$ cat src/rtl/gbp_instr_issue_if.sv
// Producer/processor-side bundle for the instruction issue stage.
// master = producer/testbench side, slave = issue stage.
interface gbp_instr_issue_if #(
    parameter int OPW  = 8,
    parameter int LW   = 4,
    parameter int CNTW = 16
);
    logic [OPW-1:0]  in_opcode;
    logic            in_valid;
    logic            in_ready;
    logic            hold;
    logic            flush;
    logic [OPW-1:0]  instruction;
    logic            valid;
    logic [LW-1:0]   level;
    logic [CNTW-1:0] issued_count;

    modport master (
        output in_opcode, in_valid, hold, flush,
        input  in_ready, instruction, valid, level, issued_count
    );

    modport slave (
        input  in_opcode, in_valid, hold, flush,
        output in_ready, instruction, valid, level, issued_count
    );
endinterface

$ cat src/rtl/gbp_instr_issue.sv
// Opcode FIFO plus issue pacer: emits one-cycle valid pulses spaced at least
// GAP cycles apart, with hold (pause) and synchronous flush.
module gbp_instr_issue #(
    parameter int DEPTH = 8,
    parameter int OPW   = 8,
    parameter int GAP   = 1,
    parameter int CNTW  = 16
) (
    input logic               clock,
    input logic               reset,
    gbp_instr_issue_if.slave  bus
);
    localparam int AW = $clog2(DEPTH);
    localparam int LW = $clog2(DEPTH + 1);
    localparam int GW = (GAP > 2) ? $clog2(GAP - 1) : 1;
    localparam logic [GW-1:0] GAP_RELOAD = (GAP > 2) ? GW'(GAP - 2) : '0;

    typedef enum logic {ST_IDLE, ST_GAP} state_t;

    state_t          state_q, state_d;
    logic [AW:0]     wr_ptr_q, wr_ptr_d;
    logic [AW:0]     rd_ptr_q, rd_ptr_d;
    logic [GW-1:0]   gap_cnt_q, gap_cnt_d;
    logic [OPW-1:0]  instruction_q, instruction_d;
    logic            valid_q, valid_d;
    logic [CNTW-1:0] issued_count_q, issued_count_d;
    logic [OPW-1:0]  mem_q [DEPTH];

    logic [AW:0] occupancy;
    logic        full, empty, push;

    assign occupancy = wr_ptr_q - rd_ptr_q;
    assign full      = (occupancy == (AW+1)'(DEPTH));
    assign empty     = (wr_ptr_q == rd_ptr_q);
    // A push offered alongside flush is discarded with the rest of the FIFO.
    assign push      = bus.in_valid & ~full & ~bus.flush;

    always_comb begin
        state_d        = state_q;
        wr_ptr_d       = wr_ptr_q;
        rd_ptr_d       = rd_ptr_q;
        gap_cnt_d      = gap_cnt_q;
        instruction_d  = instruction_q;
        valid_d        = 1'b0;
        issued_count_d = issued_count_q;

        if (bus.flush) begin
            wr_ptr_d  = '0;
            rd_ptr_d  = '0;
            gap_cnt_d = '0;
            state_d   = ST_IDLE;
        end else begin
            case (state_q)
                ST_IDLE: begin
                    if (!empty && !bus.hold) begin
                        instruction_d  = mem_q[rd_ptr_q[AW-1:0]];
                        valid_d        = 1'b1;
                        rd_ptr_d       = rd_ptr_q + (AW+1)'(1);
                        issued_count_d = issued_count_q + CNTW'(1);
                        if (GAP > 1) begin
                            gap_cnt_d = GAP_RELOAD;
                            state_d   = ST_GAP;
                        end
                    end
                end
                ST_GAP: begin
                    // The gap countdown ignores hold so pacing is not stretched.
                    if (gap_cnt_q == '0) state_d = ST_IDLE;
                    else                 gap_cnt_d = gap_cnt_q - GW'(1);
                end
                default: state_d = ST_IDLE;
            endcase
            if (push) wr_ptr_d = wr_ptr_q + (AW+1)'(1);
        end
    end

    always_ff @(posedge clock or negedge reset) begin
        if (!reset) begin
            state_q        <= ST_IDLE;
            wr_ptr_q       <= '0;
            rd_ptr_q       <= '0;
            gap_cnt_q      <= '0;
            instruction_q  <= '0;
            valid_q        <= 1'b0;
            issued_count_q <= '0;
        end else begin
            state_q        <= state_d;
            wr_ptr_q       <= wr_ptr_d;
            rd_ptr_q       <= rd_ptr_d;
            gap_cnt_q      <= gap_cnt_d;
            instruction_q  <= instruction_d;
            valid_q        <= valid_d;
            issued_count_q <= issued_count_d;
        end
    end

    // Storage needs no reset: the pointers define which entries are live.
    always_ff @(posedge clock) begin
        if (push) mem_q[wr_ptr_q[AW-1:0]] <= bus.in_opcode;
    end

    assign bus.in_ready     = ~full;
    assign bus.instruction  = instruction_q;
    assign bus.valid        = valid_q;
    assign bus.level        = LW'(occupancy);
    assign bus.issued_count = issued_count_q;
endmodule
$ cat src/flat_wrapper.sv
// flat-port wrapper written by rule: the top's interface ports become plain ports
module gbp_instr_issue_flat 
#(
    parameter int DEPTH = 8,
    parameter int OPW   = 8,
    parameter int GAP   = 1,
    parameter int CNTW  = 16
)
  (clock, reset, bus_in_opcode, bus_in_valid, bus_hold, bus_flush, bus_in_ready, bus_instruction, bus_valid, bus_level, bus_issued_count);
  gbp_instr_issue_if #(.OPW(OPW), .CNTW(CNTW)) bus_i ();
  input logic clock;
  input logic reset;
  input wire logic [$bits(bus_i.in_opcode)-1:0] bus_in_opcode;
  input wire logic [$bits(bus_i.in_valid)-1:0] bus_in_valid;
  input wire logic [$bits(bus_i.hold)-1:0] bus_hold;
  input wire logic [$bits(bus_i.flush)-1:0] bus_flush;
  output wire logic [$bits(bus_i.in_ready)-1:0] bus_in_ready;
  output wire logic [$bits(bus_i.instruction)-1:0] bus_instruction;
  output wire logic [$bits(bus_i.valid)-1:0] bus_valid;
  output wire logic [$bits(bus_i.level)-1:0] bus_level;
  output wire logic [$bits(bus_i.issued_count)-1:0] bus_issued_count;
  assign bus_i.in_opcode = bus_in_opcode;
  assign bus_i.in_valid = bus_in_valid;
  assign bus_i.hold = bus_hold;
  assign bus_i.flush = bus_flush;
  assign bus_in_ready = bus_i.in_ready;
  assign bus_instruction = bus_i.instruction;
  assign bus_valid = bus_i.valid;
  assign bus_level = bus_i.level;
  assign bus_issued_count = bus_i.issued_count;
  gbp_instr_issue #(.DEPTH(DEPTH), .OPW(OPW), .GAP(GAP), .CNTW(CNTW)) u_core (.clock(clock), .reset(reset), .bus(bus_i));
endmodule
$ cat config.mk
export PLATFORM = sky130hd
export DESIGN_NAME = gbp_instr_issue_flat
export DESIGN_NICKNAME = d
export VERILOG_FILES = /design/src/rtl/gbp_instr_issue_if.sv /design/src/rtl/gbp_instr_issue.sv /design/src/flat_wrapper.sv
export SDC_FILE = /design/constraint.sdc
export NUM_CORES = 1
export LEC_CHECK = 0
export ABC_AREA = 1
export BUFFER_PORTS_ARGS = -buffer_cell sky130_fd_sc_hd__buf_2
export CORE_MARGIN = 1
export CORE_UTILIZATION = 45
export DETAILED_ROUTE_END_ITERATION = 10
export PLACE_DENSITY_LB_ADDON = 0.12
export REMOVE_ABC_BUFFERS = 1
export SYNTH_ARGS = -nofsm -noshare
export SYNTH_HDL_FRONTEND = slang
export SYNTH_SLANG_ARGS = --single-unit
export TNS_END_PERCENT = 50
$ cat constraint.sdc
create_clock -name clock -period 4.26 [get_ports clock]
set_input_delay 0.639 -clock clock [delete_from_list [all_inputs] [get_ports clock]]
set_output_delay 0.639 -clock clock [all_outputs]
set_load 0.05 [all_outputs]
# Word-level counts from Yosys, hierarchy flattened
# Memory sizes are Yosys's and may differ from the RTL's. A register that Yosys moved wholly into a read port is not among the register bits.
# Cells that the tools add are included.
[word_totals]
register_bits = 27
mem_bits_rw = 64
input_bits = 13
memories = 1
[op_classes]
n_addsub = 5
n_eq_ne = 3
n_mux = 16
bitwise_logic = 5
reduce_logical = 9
[mem_list]
columns = ["memory", "words", "word_bits", "read_ports", "rd_clocked_by_memory_dff", "write_ports", "line_no", "text"]
rows = [
  ["u_core.mem_q", 8, 8, 1, 1, 1, "gbp_instr_issue.sv:27", "logic [OPW-1:0] mem_q [DEPTH];"],
]
[ops]
columns = ["cell", "n"]
rows = [
  ["two-way mux 4 bit", 5],
  ["adder 16 x 1 -> 16 bit, second input constant", 1],
  ["two-way mux 1 bit", 11],
  ["adder 4 x 1 -> 4 bit, second input constant", 2],
  ["nonzero test 2 bit", 3],
  ["== test 4 bit", 1],
  ["== test 4 bit, second input constant", 1],
  ["subtractor 4 bit", 1],
  ["logical NOT 1 bit", 3],
  ["inverter 1 bit", 3],
  ["AND reduction 3 bit", 1],
  ["AND 1 bit", 2],
  ["!= test 2 bit, second input constant", 1],
  ["AND reduction 2 bit", 1],
  ["logical AND 1 bit", 1],
  ["subtractor 1 bit, second input constant", 1],
]

# Depth between registers and ports, before layout
# Gate-level depths: netlist of the first run.
[logic_depth]
depth_word = 7
depth_mapped = 12
mapped_depth_nobuf = 12

# Worst setup path before layout of the first run
# OpenSTA, ideal clock, no wires.
[synth_timing]
path_kind = "register -> register"
start = "register u_core.rd_ptr_q[1]"
end = "memory u_core.mem_q[0][0] (enable)"
setup_time_ps = 370
arrival_ps = 2977
required_ps = 3890
setup_slack_ps = 912
path_stages_with_launch = 12
path_buffers = 2
period_less_slack_ps = 3348
cell_sequence = "dfrtp_1 -> clkbuf_1 -> buf_2 -> inv_1 -> fa_1 -> nand2_1 -> inv_1 -> nor2_1 -> nor2_1 -> nand3_4 -> nand3_4 -> nor2_1"
[synth_between]
elab_chain_cells = 7
[synth_rtl]
columns = ["element", "line_no", "text"]
rows = [
  ["start, declared", "gbp_instr_issue.sv:22", "logic [AW:0] rd_ptr_q, rd_ptr_d;"],
  ["start signal, assigned", "gbp_instr_issue.sv:89", "rd_ptr_q <= rd_ptr_d;"],
  ["subtractor 4 bit", "gbp_instr_issue.sv:32", "assign occupancy = wr_ptr_q - rd_ptr_q;"],
  ["named net bus_level[2]", "flat_wrapper.sv:20", "output wire logic [$bits(bus_i.level)-1:0] bus_level;"],
  ["== test 4 bit", "gbp_instr_issue.sv:33", "assign full = (occupancy == (AW+1)'(DEPTH));"],
  ["inverter 1 bit", "--", ""],
  ["named net bus_in_ready", "flat_wrapper.sv:17", "output wire logic [$bits(bus_i.in_ready)-1:0] bus_in_ready;"],
  ["AND 1 bit (2 in series)", "gbp_instr_issue.sv:36", "assign push = bus.in_valid & ~full & ~bus.flush;"],
  ["two-way mux 1 bit", "gbp_instr_issue.sv:99", "if (push) mem_q[wr_ptr_q[AW-1:0]] <= bus.in_opcode;"],
  ["two-way mux 1 bit (not written as such)", "gbp_instr_issue.sv:99", ""],
  ["end, declared", "gbp_instr_issue.sv:27", ""],
]
# The timed path passes the listed nets, and every way through them passes these cells.

# Worst setup path in the final report of the first run
[layout_timing]
start = "register u_core.rd_ptr_q[2]"
end = "output bus_in_ready"
[layout_between]
elab_chain_cells = 3
[layout_rtl]
columns = ["element", "line_no", "text"]
rows = [
  ["subtractor 4 bit", "gbp_instr_issue.sv:32", ""],
  ["== test 4 bit", "gbp_instr_issue.sv:33", ""],
  ["inverter 1 bit", "gbp_instr_issue.sv:102", "assign bus.in_ready = ~full;"],
  ["end, declared", "flat_wrapper.sv:17", ""],
]
# Every way passes these cells.

==> results of run 1 <==
==> through the flow <==
| step | area, µm² | util, % |
|---|---|---|
| finish | 4910 | 52.2 |
| global route | 4910 | 52.2 |
| CTS | 4910 | 52.2 |
| detailed placement | 4740 | 50.3 |
| global placement | 4740 | 50.3 |
| floorplan | 4350 | - |
==> cell usage after synthesis <==
| master | number | share of area [%] |
|---|---|---|
| clkinv_1 | 1 | 0.084 |
| nand4_1 | 11 | 1.5 |
| nand2_2 | 1 | 0.14 |
| nand2_1 | 78 | 6.6 |
| inv_4 | 1 | 0.14 |
| o21ai_0 | 35 | 3.9 |
| or2_0 | 1 | 0.14 |
| edfxtp_1 | 64 | 43 |
| nor2_8 | 1 | 0.45 |
| o21bai_4 | 1 | 0.42 |
| clkbuf_2 | 1 | 0.11 |
| o21ai_1 | 13 | 1.5 |
| buf_6 | 4 | 1.0 |
| a21oi_1 | 1 | 0.11 |
| inv_2 | 1 | 0.084 |
| o211ai_1 | 16 | 2.7 |
| nand3_1 | 34 | 3.8 |
| buf_2 | 11 | 1.2 |
| nand3_4 | 2 | 0.79 |
| nor3_1 | 7 | 0.79 |
| and2_1 | 1 | 0.14 |
| nor3_2 | 1 | 0.22 |
| clkbuf_1 | 2 | 0.17 |
| xnor2_1 | 2 | 0.39 |
| nor2_1 | 70 | 5.9 |
| nand2_4 | 1 | 0.25 |
| inv_1 | 28 | 2.4 |
| dfrtp_1 | 33 | 19 |
| fa_1 | 1 | 0.45 |
| ha_1 | 6 | 1.7 |
| xor2_1 | 7 | 1.4 |
==> cells by family (layout without fill, tap and decap cells) <==
family | count (synthesis) | in the layout | share of synthesized area [%]
and+or+nand+nor | 208 | 208 | 20.7
DFF | 97 | 97 | 61.6
AOI/OAI and AO/OA | 66 | 66 | 8.61
buffers and inverters | 49 | 91 | 5.19
xor gates and xnor gates | 9 | 9 | 1.77
adders and majority gates | 7 | 7 | 2.13
==> final cells by class <==
type,count,area [µm²]
fill,842,4500
sequential,97,2750
clock inverter,6,50.0
multi-input combinational,290,1480
inverter,31,119
clock buffer,10,128
timing repair buffer,44,225
tap,129,161
==> power by group <==
group	total (mW)	switching [mW]	internal (mW)
registers	1.24	0.103	1.14
logic	1.48	1.11	0.365
clock network	0.557	0.336	0.220
total	3.27	1.55	1.72
==> routing by layer <==
metal / share of wire [%] / vias to the layer above / GRT usage [%]
met5: 0 / - / 0
met4: 1.8 / 0 / 8.03
met3: 6.2 / 17 / 4.35
met2: 44 / 94 / 30.7
met1: 47 / 1504 / 29.6
li1: - / 1560 / -
==> flip-flops by register name, indices dropped and copies added, names as in the netlist <==
| signal | flops |
|---|---|
| u_core.mem_q | 64 |
| u_core.bus.issued_count | 16 |
| u_core.bus.instruction | 8 |
| u_core.rd_ptr_q | 4 |
| u_core.wr_ptr_q | 4 |
| u_core.bus.valid | 1 |
==> worst max-delay path by stage <==
| stage | start | endpoint | slack [ns] | cells past startpoint |
|---|---|---|---|---|
| 2_1_floorplan | u_core.rd_ptr_q[0] | u_core.mem_q[0][0] | 0.66 | 10 |
| 3_3_place_gp | u_core.rd_ptr_q[2] | u_core.mem_q[6][5] | 1.34 | 7 |
| 3_5_place_dp | u_core.rd_ptr_q[2] | u_core.mem_q[6][5] | 1.20 | 7 |
| 4_1_cts | u_core.rd_ptr_q[2] | bus_in_ready | 0.99 | 6 |
| 5_1_grt | u_core.rd_ptr_q[2] | bus_in_ready | 0.82 | 6 |
| 6_report | u_core.rd_ptr_q[2] | bus_in_ready | 1.01 | 6 |
==> cell usage in the layout (no fill, tap or decap), drive strengths merged, types with 4 or more instances in the layout <==
master / instances
dfrtp: 33
xor2: 7
buf: 44
nand4: 11
clkinv: 4
clkbuf: 10
nand2: 80
nor3: 8
edfxtp: 64
inv: 32
nor2: 71
o211ai: 16
ha: 6
nand3: 36
o21ai: 48
==> worst max-delay path, delay by kind of cell, from the launching register on <==
family,cells,cell delay [ns]
AND/OR/NAND/NOR,2,0.33
flip-flops,1,0.61
AO/OA/AOI/OAI,1,0.20
adder cells (fa/ha/maj),1,0.45
buffers and inverters,2,0.66
==> results_dict.tcl, run 1 <==
set metrics [dict create \
    status "finished clean" \
    crit_required_ns 3.62 \
    finalSetupViolCount 0 \
    placedCellCount 591 \
    drive_above_1_share_pct 14.2 \
    cp_cell_sequence "clkinv_1 > ha_1 > a21oi_1 > nand3_1 > nand3_4 > buf_2" \
    syn_area_mm2 0.00446 \
    drt_iter0_drc 157 \
    finClkSkew_ns 0.0133 \
    stdcell_count 607 \
    rr_worst_depth 7 \
    cp-start-kind "register" \
    hold_violations 0 \
    hold_class "primary input to asynchronous set/reset pin" \
    path_clk_slew_ns 0.10 \
    critical_path.slowest_cell "dfrtp_1" \
    post-cts-setup-buffers 0 \
    cts_tree "built" \
    track_usage_pct 20.6 \
    gp_congestion 0.763 \
    power_mw 3.27 \
    post_cts_resize_count 0 \
    cts.sinks 97 \
    powerDensity_mw_per_mm2 666 \
    p_leak_nw 1.97 \
    drc 0 \
    antenna_found_initial 0 \
    post-route-min-period_ns 3.25 \
    root_buffer "clkbuf_8" \
    ys_warn_count 0 \
    vias 3175 \
    hold_slack_ns 0.355 \
    ios 43 \
    grt-ovfl-total 0 \
    grt_pass1_wl_um 15600 \
    initial_utilization_pct 47.4 \
    area_growth_pct 10.1 \
    avgSynthCellArea_um2 10.2 \
    die_x_um 102 \
    setup-tns-final_ns 0 \
    crit_type "register to output port" \
    drt-total-wl_um 9760 \
    fin_crit_sh_pct 76.4 \
    cap_violations 0 \
    antennaDiodeCount 0 \
    ff2ff_setup_slack_ns 1.19 \
    cpPeakStageDelay_ns 0.61 \
    final_nets 493 \
    core_mm2 0.00942 \
    hpwl_um 6600 \
    synthCells 436 \
    slew_viol_final 0 \
    grt_pass1_vias 3017 \
    wire_per_inst_um 16.1 \
    clk_latency_ns 0.36 \
    viasPerCell 5.23 \
    dieArea_mm2 0.0103 \
    synth-seq-cells 97 \
    htree_levels 3 \
    worstPathMaxFanout 11 \
    die_y_um 102 \
    grt_setup_unrepaired "no" \
    fmax_ghz 0.307 \
    port-buffer-count 42 \
    timing.final.ws_setup_ns 1.01 \
    tightest_slew_ns 0.801 \
    numCtsBuffers 9 \
    ant_nets 0 \
    dr.pass1.iters 5 \
    regToRegStartpoint "u_core.rd_ptr_q[2]" \
    ir_worst_vdd_uv 601 \
    ctsHoldBuffers 0 \
    ys_seq_area_share_pct 61.6 \
    post-place-ws_ns 1.20 \
    row_count 35 \
    crit_path_end_kind "output port" \
    cp.arrival_ns 2.61 \
    grt_max_degree 37 \
    relSlewSlack_pct 46.6 \
    ys_types 31 \
    r2r_end "u_core.mem_q[6][4]" \
    ctsLongestPathBuffers 2 \
]
No activity file was read; power rests on OpenSTA's default activity.
==> run 2: changes to the inputs <==
==> constraint.sdc (replaced) <==
create_clock -name clock -period 3.09 [get_ports clock]
set_input_delay 0.4635 -clock clock [delete_from_list [all_inputs] [get_ports clock]]
set_output_delay 0.4635 -clock clock [all_outputs]
set_load 0.05 [all_outputs]
==> results_dict.tcl, run 2 (same netlist as run 1, synthesis figures left out) <==
set metrics [dict create \
    status "finished clean" \
    drt_iter0_drc 225 \
    crit_type "register to output port" \
    worstPathMaxFanout 7 \
    dr.pass1.iters 5 \
    initial_utilization_pct 47.4 \
    hold_class "primary input to asynchronous set/reset pin" \
    timing.final.ws_setup_ns 0.182 \
    track_usage_pct 22.1 \
    ctsLongestPathBuffers 2 \
    cp.arrival_ns 2.44 \
    die_x_um 102 \
    pwr-share-comb_pct 44.4 \
    cts_tree "built" \
    powerDensity_mw_per_mm2 944 \
    die_y_um 102 \
    placedCellCount 593 \
    largest_reg_flops 64 \
    ios 43 \
    power_frac_seq_pct 36.4 \
    fin_crit_sh_pct 94.1 \
    htree_levels 3 \
    row_count 35 \
    crit_path_end_kind "output port" \
    post-route-min-period_ns 2.91 \
    swShare_pct 47.2 \
    fmax_ghz 0.344 \
    setup-tns-final_ns 0 \
    finClkSkew_ns 0.0213 \
    cp-start-kind "register" \
    drc 0 \
    crit_required_ns 2.63 \
    ant_nets 0 \
    grt_pass1_vias 3057 \
    grt_pass1_wl_um 16700 \
    core_mm2 0.00942 \
    grt-ovfl-total 0 \
    power_mw 4.69 \
    ir_worst_vdd_uv 1400 \
    root_buffer "clkbuf_8" \
    antennaDiodeCount 0 \
    relSlewSlack_pct 46.9 \
    viasPerCell 5.34 \
    numCtsBuffers 9 \
    drt-total-wl_um 10400 \
    post-place-ws_ns 0.283 \
    regToRegStartpoint "u_core.wr_ptr_q[0]" \
    clock_power_share_pct 19.1 \
    internal_power_mw 2.48 \
    antenna_found_initial 0 \
    final_cell_mix "nand2_1, nor2_1, edfxtp_1" \
    tightest_slew_ns 0.797 \
    p_leak_nw 2.00 \
    slew_viol_final 0 \
    grt_max_degree 37 \
    rr_worst_depth 11 \
    stdcell_count 609 \
    gp_congestion 0.817 \
    ff2ff_setup_slack_ns 0.39 \
    cts.sinks 97 \
    grt_setup_unrepaired "no" \
    ctsHoldBuffers 0 \
    dieArea_mm2 0.0103 \
    mostFrequentLayoutCell "nand2_1" \
    hpwl_um 7060 \
    port-buffer-count 42 \
    vias 3254 \
    hold_violations 0 \
    cap_violations 0 \
    path_clk_slew_ns 0.11 \
    wire_per_inst_um 17.1 \
    final_nets 495 \
    finalSetupViolCount 0 \
    final_core_util_pct 52.8 \
    p_switching_mw 2.21 \
    clk_latency_ns 0.37 \
    area_growth_pct 11.4 \
    r2r_end "u_core.mem_q[6][7]" \
    n_fill_cell 865 \
    drive_above_1_share_pct 15.2 \
]
==> run 2: cell count changes in the layout (fill, tap and decap cells not counted), sizes merged <==
cell	previous run	this run
bufinv	0	1
clkinvlp	1	0
clkbuf	10	9
buf	44	46
inv	32	33
==> run 2: worst max-delay path by stage <==
stage,to,start,depth (start not counted),slack [ns]
2_1_floorplan,u_core.mem_q[0][0],u_core.rd_ptr_q[0],10,-0.51
3_3_place_gp,u_core.mem_q[3][5],u_core.wr_ptr_q[0],11,0.44
3_5_place_dp,u_core.mem_q[3][7],u_core.wr_ptr_q[0],11,0.28
4_1_cts,bus_in_ready,u_core.wr_ptr_q[0],8,0.06
5_1_grt,bus_in_ready,u_core.wr_ptr_q[0],8,0.06
6_report,bus_in_ready,u_core.wr_ptr_q[0],8,0.18
==> run 2: area by class of cell <==
type	instances	area [µm²]	area share, %
Clock buffer	9	124	2.49
Clock inverter	7	95.1	1.91
Inverter	31	119	2.39
Multi-Input combinational cell	290	1480	29.8
Sequential cell	97	2750	55.3
Tap cell	129	161	3.25
Timing Repair Buffer	46	240	4.83
==> run 2: per-stage QoR <==
stage	hold WS (ns)	instance area, µm²
floorplan	0.168	4350
global placement	0.459	4750
detailed placement	0.465	4750
CTS	0.198	4970
global route	0.242	4970
finish	0.170	4970
==> run 2: per-layer routing <==
| layer | up-vias | part of all wire, % | GRT usage, % |
|---|---|---|---|
| met5 | - | 0 | 0 |
| met4 | 0 | 1.5 | 6.13 |
| met3 | 14 | 4.8 | 2.55 |
| met2 | 96 | 44 | 31.8 |
| met1 | 1572 | 50 | 35.0 |
| li1 | 1572 | - | - |
==> run 2: repair_timing <==
action / CTS / global route
buffers inserted: 0 / 0
resized for setup: 0 / 2
setup endpoints to repair: 0 / 1
==> run 2: worst max-delay path: stages (launching register included) <==
cell,delay (ns)
dfrtp_2,0.47
inv_2,0.13
ha_1,0.15
inv_1,0.06
fa_1,0.46
or2_0,0.23
nor2_1,0.19
nand3_4,0.16
buf_2,0.25
==> run 2: power groups by stage <==
stage / clock (mW) / combinational, mW / sequential, mW
2_1_floorplan: 0 / 1.09 / 2.15
3_3_place_gp: 0 / 2.07 / 1.73
3_5_place_dp: 0 / 2.08 / 1.74
4_1_cts: 0.909 / 2.09 / 1.71
5_1_grt: 0.955 / 2.29 / 1.74
6_report: 0.897 / 2.08 / 1.71
==> run 3: changes to the inputs <==
==> constraint.sdc (replaced) <==
create_clock -name clock -period 2.5 [get_ports clock]
set_input_delay 0.375 -clock clock [delete_from_list [all_inputs] [get_ports clock]]
set_output_delay 0.375 -clock clock [all_outputs]
set_load 0.05 [all_outputs]
==> results_dict.tcl, run 3 (same netlist as run 1, synthesis figures left out) <==
set metrics [dict create \
    finalSetupViolCount 1 \
    die_y_um 102 \
    htree_levels 3 \
    regToRegStartpoint "u_core.wr_ptr_q[0]" \
    cp-start-kind "register" \
    worstPathMaxFanout 2 \
    final_nets 515 \
    hpwl_um 6870 \
    dieArea_mm2 0.0103 \
    crit_path_end_kind "output port" \
    post-place-ws_ns 0.0283 \
    grt_setup_unrepaired "yes" \
    grt_pass1_vias 3047 \
    cts_tree "built" \
    cap_violations 0 \
    tightest_slew_ns 0.796 \
    hold_class "primary input to asynchronous set/reset pin" \
    hold_slack_ns 0.0824 \
    final_cell_mix "nand2_1, edfxtp_1, nor2_1" \
    hold_violations 0 \
    clk_latency_ns 0.36 \
    slew_viol_final 0 \
    cts.sinks 97 \
    core_mm2 0.00942 \
    drc 0 \
    ios 43 \
    initial_utilization_pct 47.4 \
    fin_crit_sh_pct 103 \
    status "complete, but fails checks" \
    drive_above_1_share_pct 20.4 \
    finClkSkew_ns 0.00627 \
    crit_required_ns 2.12 \
    viasPerCell 5.22 \
    track_usage_pct 21.2 \
    ff2ff_setup_slack_ns 0.11 \
    ant_nets 0 \
    vias 3286 \
    crit_type "register to output port" \
    path_clk_slew_ns 0.10 \
    r2r_end "u_core.mem_q[4][6]" \
    antenna_found_initial 0 \
    fmax_ghz 0.387 \
    numCtsBuffers 9 \
    ctsLongestPathBuffers 2 \
    ctsHoldBuffers 0 \
    die_x_um 102 \
    gp_congestion 0.794 \
    p_leak_nw 2.07 \
    rr_worst_depth 15 \
    violations "negative setup slack" \
    stdcell_count 629 \
    timing.final.ws_setup_ns -0.0828 \
    drt_iter0_drc 142 \
    cp.arrival_ns 2.21 \
    mostFrequentLayoutCell "nand2_1" \
    root_buffer "clkbuf_8" \
    relSlewSlack_pct 46.9 \
    powerDensity_mw_per_mm2 1140 \
    antennaDiodeCount 0 \
    grt_max_degree 36 \
    post-route-min-period_ns 2.58 \
    port-buffer-count 42 \
    wire_per_inst_um 16.0 \
    largest_reg_flops 64 \
    grt-ovfl-total 0 \
    ir_worst_vdd_uv 1390 \
    grt_pass1_wl_um 16000 \
    placedCellCount 601 \
    dr.pass1.iters 5 \
    drt-total-wl_um 10000 \
    row_count 35 \
    area_growth_pct 15.2 \
]
==> run 3: changes by cell type in the layout (fill, tap and decap cells not counted), sizes merged <==
cell,delta
inv,-1
clkinv,-1
bufinv,-1
clkinvlp,+3
buf,+20
==> run 3: layout make-up <==
type | instances | area (µm²)
Multi-Input combinational cell | 290 | 1530
Clock buffer | 9 | 124
Tap cell | 129 | 161
Fill cell | 872 | 4280
Sequential cell | 97 | 2750
Timing Repair Buffer | 66 | 404
Clock inverter | 7 | 55.1
Inverter | 31 | 119
==> run 3: what timing repair did <==
action	4_1_cts	5_1_grt
pin swaps	4	2
buffers inserted	12	0
resized for setup	10	10
hold endpoints to repair	0	0
setup endpoints to repair	1	65
==> run 3: how the worst max path moves through the flow <==
stage | from | endpoint | slack (ns)
after floorplan | u_core.rd_ptr_q[0] | u_core.mem_q[0][0] | -1.10
after global placement | u_core.wr_ptr_q[0] | u_core.mem_q[5][6] | 0.09
after detailed placement | u_core.wr_ptr_q[0] | u_core.mem_q[2][7] | 0.03
after CTS | u_core.wr_ptr_q[0] | bus_in_ready | -0.11
after global routing | u_core.wr_ptr_q[0] | bus_in_ready | -0.17
final | u_core.wr_ptr_q[0] | bus_in_ready | -0.08
==> run 3: worst max-delay path, stage by stage, from the launching register on <==
cell     delay, ns
dfrtp_1       0.40
inv_2         0.08
ha_4          0.12
inv_2         0.03
fa_1          0.45
or2_1         0.23
nor2_2        0.16
nand3_4       0.10
buf_6         0.13
buf_8         0.14
==> run 3: power by group <==
| part | internal, mW | switching [mW] |
|---|---|---|
| registers | 1.94 | 0.153 |
| clock network | 0.370 | 0.576 |
| logic | 0.838 | 2.01 |
==> run 3: per-stage QoR <==
step | power, mW | TNS [ns] | util, % | instance area [µm²]
2_1_floorplan | 4.01 | -72.90 | - | 4350
3_3_place_gp | 4.74 | 0 | 51.1 | 4810
3_5_place_dp | 4.75 | 0 | 51.1 | 4810
4_1_cts | 5.88 | -0.599 | 54.3 | 5110
5_1_grt | 6.24 | -0.167 | 54.6 | 5140
6_report | 5.88 | -0.0828 | 54.6 | 5140
==> run 3: layer usage <==
layer / vias up / track usage, % / wire length [µm]
met1: 1570 / 29.3 / 4640
met3: 12 / 2.69 / 412
met5: - / 0 / 0
li1: 1617 / - / -
met4: 0 / 7.80 / 153
met2: 87 / 34.5 / 4840
